==> src/rtl/bus_pkg.sv <==
// Shared bus definitions: word width, source indices and arbiter state encoding.
package bus_pkg;

  localparam int unsigned BUS_W = 16;

  localparam int unsigned SRC_PC = 0;
  localparam int unsigned SRC_AR = 1;
  localparam int unsigned SRC_AC = 2;
  localparam int unsigned SRC_R  = 3;
  localparam int unsigned SRC_DM = 4;
  localparam int unsigned SRC_IM = 5;
  localparam int unsigned SRC_DR = 6;

  typedef enum logic {
    IDLE,
    OWNED
  } bus_state_t;

endpackage

==> src/rtl/bus_rr_pick.sv <==
// Combinational wrap-around priority picker: first set req bit at or after start wins.
module bus_rr_pick #(
  parameter int unsigned N_SRC = 7,
  parameter int unsigned IDX_W = 3
) (
  input  logic [N_SRC-1:0] req,
  input  logic [IDX_W-1:0] start,
  output logic [N_SRC-1:0] onehot,
  output logic [IDX_W-1:0] idx,
  output logic             any
);

  function automatic int unsigned wrap(input int unsigned a);
    return (a >= N_SRC) ? a - N_SRC : a;
  endfunction

  // Scan from furthest to nearest so the nearest requester is the last write.
  always_comb begin
    onehot = '0;
    idx    = '0;
    any    = |req;
    for (int k = N_SRC - 1; k >= 0; k--) begin
      if (req[wrap(32'(start) + 32'(k))]) begin
        onehot                          = '0;
        onehot[wrap(32'(start) + 32'(k))] = 1'b1;
        idx                             = IDX_W'(wrap(32'(start) + 32'(k)));
      end
    end
  end

endmodule

==> src/rtl/bus_arbiter_mux.sv <==
// Registered shared-bus mux with fixed-priority / round-robin arbitration and lock.
// Optional contention counter enabled by defining BUS_CONFLICT_CHK_EN.
module bus_arbiter_mux
  import bus_pkg::*;
#(
  parameter int unsigned DATA_W = BUS_W,
  parameter int unsigned N_SRC  = 7,
  parameter bit          RR_EN  = 1'b0
) (
  input  logic                    clk,
  input  logic                    rst,
  input  logic [N_SRC-1:0]        req,
  input  logic [N_SRC-1:0]        lock,
  input  logic [N_SRC*DATA_W-1:0] src_data,
  output logic [N_SRC-1:0]        grant,
  output logic [DATA_W-1:0]       bus,
  output logic                    bus_valid,
  output logic [7:0]              conflict_cnt,
  output logic                    conflict_seen
);

  localparam int unsigned IDX_W = (N_SRC > 1) ? $clog2(N_SRC) : 1;

  bus_state_t         state_q, state_d;
  logic [IDX_W-1:0]   owner_q, owner_d;
  logic [IDX_W-1:0]   rr_ptr_q, rr_ptr_d;
  logic [N_SRC-1:0]   grant_q, grant_d;
  logic [DATA_W-1:0]  bus_q, bus_d;
  logic               valid_q, valid_d;

  logic [N_SRC-1:0]   win_oh;
  logic [IDX_W-1:0]   win_idx;
  logic               win_any;
  logic [IDX_W-1:0]   pick_start;
  logic               hold;

  assign pick_start = RR_EN ? rr_ptr_q : '0;
  assign hold       = (state_q == OWNED) && req[owner_q] && lock[owner_q];

  bus_rr_pick #(
    .N_SRC (N_SRC),
    .IDX_W (IDX_W)
  ) u_pick (
    .req    (req),
    .start  (pick_start),
    .onehot (win_oh),
    .idx    (win_idx),
    .any    (win_any)
  );

  // A release cycle falls through to normal arbitration, so there is no bubble.
  always_comb begin
    state_d  = state_q;
    owner_d  = owner_q;
    rr_ptr_d = rr_ptr_q;
    grant_d  = grant_q;
    bus_d    = bus_q;
    valid_d  = 1'b0;
    if (hold) begin
      bus_d   = src_data[32'(owner_q)*DATA_W +: DATA_W];
      valid_d = 1'b1;
    end else if (win_any) begin
      grant_d = win_oh;
      bus_d   = src_data[32'(win_idx)*DATA_W +: DATA_W];
      valid_d = 1'b1;
      owner_d = win_idx;
      state_d = lock[win_idx] ? OWNED : IDLE;
      if (RR_EN) begin
        rr_ptr_d = (32'(win_idx) == N_SRC - 1) ? '0 : win_idx + 1'b1;
      end
    end else begin
      grant_d = '0;
      state_d = IDLE;
    end
  end

  always_ff @(posedge clk) begin
    if (rst) begin
      state_q  <= IDLE;
      owner_q  <= '0;
      rr_ptr_q <= '0;
      grant_q  <= '0;
      bus_q    <= '0;
      valid_q  <= 1'b0;
    end else begin
      state_q  <= state_d;
      owner_q  <= owner_d;
      rr_ptr_q <= rr_ptr_d;
      grant_q  <= grant_d;
      bus_q    <= bus_d;
      valid_q  <= valid_d;
    end
  end

  assign grant     = grant_q;
  assign bus       = bus_q;
  assign bus_valid = valid_q;

`ifdef BUS_CONFLICT_CHK_EN
  logic [7:0] cnt_q;
  logic       seen_q;
  logic       contention;

  assign contention = !hold && ($countones(req) > 1);

  always_ff @(posedge clk) begin
    if (rst) begin
      cnt_q  <= '0;
      seen_q <= 1'b0;
    end else if (contention) begin
      if (cnt_q != 8'hFF) cnt_q <= cnt_q + 8'd1;
      seen_q <= 1'b1;
    end
  end

  assign conflict_cnt  = cnt_q;
  assign conflict_seen = seen_q;
`else
  assign conflict_cnt  = '0;
  assign conflict_seen = 1'b0;
`endif

endmodule

==> config.mk <==
export PLATFORM = sky130hd
export DESIGN_NAME = bus_arbiter_mux
export DESIGN_NICKNAME = d
export VERILOG_FILES = /design/src/rtl/bus_pkg.sv /design/src/rtl/bus_rr_pick.sv /design/src/rtl/bus_arbiter_mux.sv
export SDC_FILE = /design/constraint.sdc
export NUM_CORES = 1
export LEC_CHECK = 0
export ABC_AREA = 1
export ABC_CLOCK_PERIOD_IN_PS = 3650
export BUFFER_PORTS_ARGS = -buffer_cell sky130_fd_sc_hd__buf_2
export CAP_MARGIN = 20
export CORE_UTILIZATION = 43
export CTS_CLUSTER_SIZE = 40
export DETAILED_ROUTE_END_ITERATION = 12
export GPL_ROUTABILITY_DRIVEN = 0
export PLACE_DENSITY = 0.81
export SYNTH_ARGS = -nofsm -noshare
export SYNTH_HDL_FRONTEND = slang
export SYNTH_SLANG_ARGS = --single-unit
==> constraint.sdc <==
create_clock -name clk -period 3.65 [get_ports clk]
set_clock_uncertainty 0.2 [all_clocks]
set_input_delay 0 -clock clk [delete_from_list [all_inputs] [get_ports clk]]
set_output_delay 0 -clock clk [all_outputs]
set_load 0.03 [all_outputs]
==> metrics.csv <==
stage,metric,value,unit
global_route,grt_pass1_vias,3782,
timing,period_share,0.912,
timing,hold_viol_final,2,
floorplan,die_w,83.6,um
route,postRouteAntennaNets,0,
floorplan,num_rows,29,
power_and_ir_drop,leakage,2.22,nW
worst_setup_path,critPathMostFrequentCell,nand2_1,
placement,dp_cells,704,
clock_network,cts_buffers,3,
worst_setup_path,worst_setup_path_start_kind,flip-flop,
synthesis,ys_seq_area_frac,0.196,
synthesis,syn_inst,501,
power_and_ir_drop,swShare,0.386,
worst_hold_path,min_path_cells,7,
clock_network,cts_tree,built,
cells_and_area,fill_cells,615,
worst_setup_path,r2r_slack,320,ps
global_route,gr-usage-met1,0.324,
global_route,met3_usage,0.0445,
worst_hold_path,hp-start,src_data[73],
route,num_vias,4004,
route,drt_iter0_drc,282,
worst_setup_path,worstPathCellList,inv_2 -> nand3_1 -> nand2_1 -> nand2_1 -> nand3_2 -> nand3_4 -> nand2_2 -> nand2_2 -> nand2_1 -> nand3_1 -> o211ai_1 -> dlygate4sd3_1 -> nand3_1 -> nand2_1,
global_route,grt.overflow.total,0,
status,status,"complete, but fails checks",
worst_setup_path,cpLargestDelayFamily,simple AND/OR/NAND/NOR gates,
cells_and_area,syn_to_final_growth,37.5,%
timing,tns,0,ps
power_and_ir_drop,p_sw,434,uW
worst_setup_path,r2r_cells,14,
route,vias_per_cell,5.39,
placement,io_buffer_count,151,
route,drt_wl_total,10.3,mm
timing,max_clock_freq,0.300,GHz
worst_setup_path,worst-endpoint-required,3640,ps
worst_setup_path,criticalPathCategory,reg -> reg,
global_route,grt_max_degree,34,
floorplan,die_area,6990,um^2
worst_setup_path,r2r-start,owner_q[0]$_SDFFE_PP0P_,
cells_and_area,final_nets,795,
synthesis,avgSynthCellArea,5.71,um^2
timing,report.final.slew_viol_count,0,
synthesis,yosys_warnings,0,
synthesis,netlist_area,2860,um^2
clock_network,worstSkewPairLatency,280,ps
floorplan,die_h,83.6,um
worst_setup_path,cpMaxStageDelayCell,dlygate4sd3_1,
clock_network,path_clk_slew,100,ps
clock_network,cts.path.max_buffers,2,
global_route,grt_use_total,0.291,
global_route,grt_pass1_wl,16.9,mm
global_route,grt_use_met2,0.520,
worst_setup_path,r2r-end,bus[15]$_SDFFE_PP0P_,
floorplan,boundaryPins,161,
timing,period_needed,3330,ps
clock_network,h-tree-depth,1,
timing,worstMarginPinSlew,600,ps
route,drcViolationCount,0,
clock_network,cts_resized,0,
floorplan,initial_core_util,0.448,
power_and_ir_drop,peakVddDrop,0.197,mV
status,violations,negative hold slack,
worst_setup_path,crit_fanout,33,
timing,max_slew_margin,0.598,
worst_hold_path,hold_path_end,bus[9]$_SDFFE_PP0P_,
worst_hold_path,hp-class,in -> reg,
synthesis,yosys.cell_types.count,28,
cells_and_area,utilization,0.616,
power_and_ir_drop,combPwrFrac,0.460,
worst_setup_path,path_buf_inv,2,
synthesis,synthTopCellsByArea,"nand3_1, dfxtp_1, nand2_1, inv_1, nand3b_1",
power_and_ir_drop,p_int,690,uW
synthesis,synth_top_area_frac,0.210,
power_and_ir_drop,powerDensity,286,nW/um^2
placement,dp_hpwl,7.20,mm
worst_setup_path,cp-end-kind,flip-flop,
global_route,grt_antenna_before_repair,0,
power_and_ir_drop,p_seq_frac,0.319,
timing,setup_viol_count_final,0,
worst_setup_path,cp.arrival,3320,ps
clock_network,cts.sinks,28,
floorplan,core_area,6390,um^2
cells_and_area,num_antenna_cells,0,
synthesis,synth.ff_latch_count,28,
worst_setup_path,cpPeakStageDelay,590,ps
power_and_ir_drop,p_clk_frac,0.220,
cells_and_area,layout-drive-gt1-share,0.269,
synthesis,synth_top_cell_by_area,nand3_1,
clock_network,cts-root-buf,clkbuf_8,
global_route,grt.busiest_layer,met2,
route,firstDrtPassIters,7,
timing,whs,-1.47,ps
run,max_cap_violations,0,
route,wire_per_inst,13.9,um
power_and_ir_drop,power.total,1.12,mW
timing,grt_setup_unrepaired,no,
cells_and_area,final_cells,743,
==> final cells by class <==
class                      instances  area, um^2  share of cell area
inverter                          80         300              0.0763
clock buffer                       3        41.3              0.0105
tap                               77        96.3              0.0245
multi-input combinational        363        1760               0.448
sequential                        28         561               0.142
timing repair buffer             191        1140               0.291
clock inverter                     1        30.0             0.00763
==> through the flow <==
stage | setup slack [ps] | cell area [um^2] | hold slack, ps
after floorplan | 1730 | 2890 | -131
after global placement | 1090 | 3510 | 94.0
after detailed placement | 911 | 3510 | 93.3
after CTS | 409 | 3940 | 0.355
after global routing | 71.7 | 3940 | 32.8
final | 321 | 3940 | -1.47
==> Yosys cell counts, drive strengths merged <==
master and n:
a21oi 21, a22oi 1, a31oi 2, buf 32, clkbuf 6, conb 1
dfxtp 28, inv 80, nand2 111, nand3 122, nand3b 30, nand4 3
nor2 46, nor3 1, o211ai 2, o21ai 13, o22ai 1, or2 1
==> cells in the final DEF, fill, tap and decap left out, types with 2 or more instances in the layout <==
cell,n
o21ai_0,12
nand3b_1,30
dlygate4sd3_1,35
a21oi_1,21
o211ai_1,2
clkbuf_8,3
buf_2,151
inv_1,75
nand2_1,104
inv_2,5
nor2_1,46
conb_1,9
nand3_1,120
nand2_2,6
dfxtp_1,28
buf_4,5
nand4_2,2
==> registers in the layout, summed over array words and instances, names as in the netlist <==
name and cells:
owner_q 3, bus 16, grant 7, state_q 1, bus_valid 1
==> worst reg2reg max path, stage by stage, from the launching register on <==
cell and delay, ps:
dfxtp_1 480, inv_2 110, nand3_1 80, nand2_1 50
nand2_1 70, nand3_2 150, nand3_4 200, nand2_2 260
nand2_2 540, nand2_1 130, nand3_1 130, o211ai_1 90
dlygate4sd3_1 590, nand3_1 90, nand2_1 50
==> power groups by stage <==
stage | clock [mW] | combinational, mW | sequential (mW)
global route | 0.261 | 0.568 | 0.363
detailed placement | 0 | 0.468 | 0.365
global placement | 0 | 0.462 | 0.365
finish | 0.248 | 0.518 | 0.359
CTS | 0.252 | 0.508 | 0.359
floorplan | 0 | 0.285 | 0.418
==> timing repair <==
action                    CTS  global route
hold buffers               35             0
hold endpoints to repair   26             0
setup buffers               0             0
==> layer usage <==
layer | share of wire | up-vias | wire (um)
met4 | 0.046 | 0 | 470
met2 | 0.49 | 259 | 5060
met1 | 0.38 | 1778 | 3880
li1 | - | 1919 | -
met3 | 0.086 | 48 | 882
met5 | 0 | - | 0
==> how the worst max path moves through the flow <==
stage	from	slack [ps]	endpoint	depth (start not counted)
after floorplan	owner_q[0]$_SDFFE_PP0P_	1730	bus[7]$_SDFFE_PP0P_	12
after global placement	owner_q[0]$_SDFFE_PP0P_	1090	bus[0]$_SDFFE_PP0P_	13
after detailed placement	owner_q[0]$_SDFFE_PP0P_	910	bus[0]$_SDFFE_PP0P_	13
after CTS	owner_q[0]$_SDFFE_PP0P_	410	bus[15]$_SDFFE_PP0P_	14
after global routing	owner_q[0]$_SDFFE_PP0P_	70	bus[4]$_SDFFE_PP0P_	14
final	owner_q[0]$_SDFFE_PP0P_	320	bus[15]$_SDFFE_PP0P_	14
==> kinds of logic after synthesis <==
kind of cell | Yosys count | share of synthesized area
AO/OA/AOI/OAI | 40 | 0.0774
other | 1 | 0.00131
AND/OR/NAND/NOR | 314 | 0.527
flip-flops | 28 | 0.196
buffers and inverters | 118 | 0.199
Note: power is estimated with default switching activity, not from simulation.
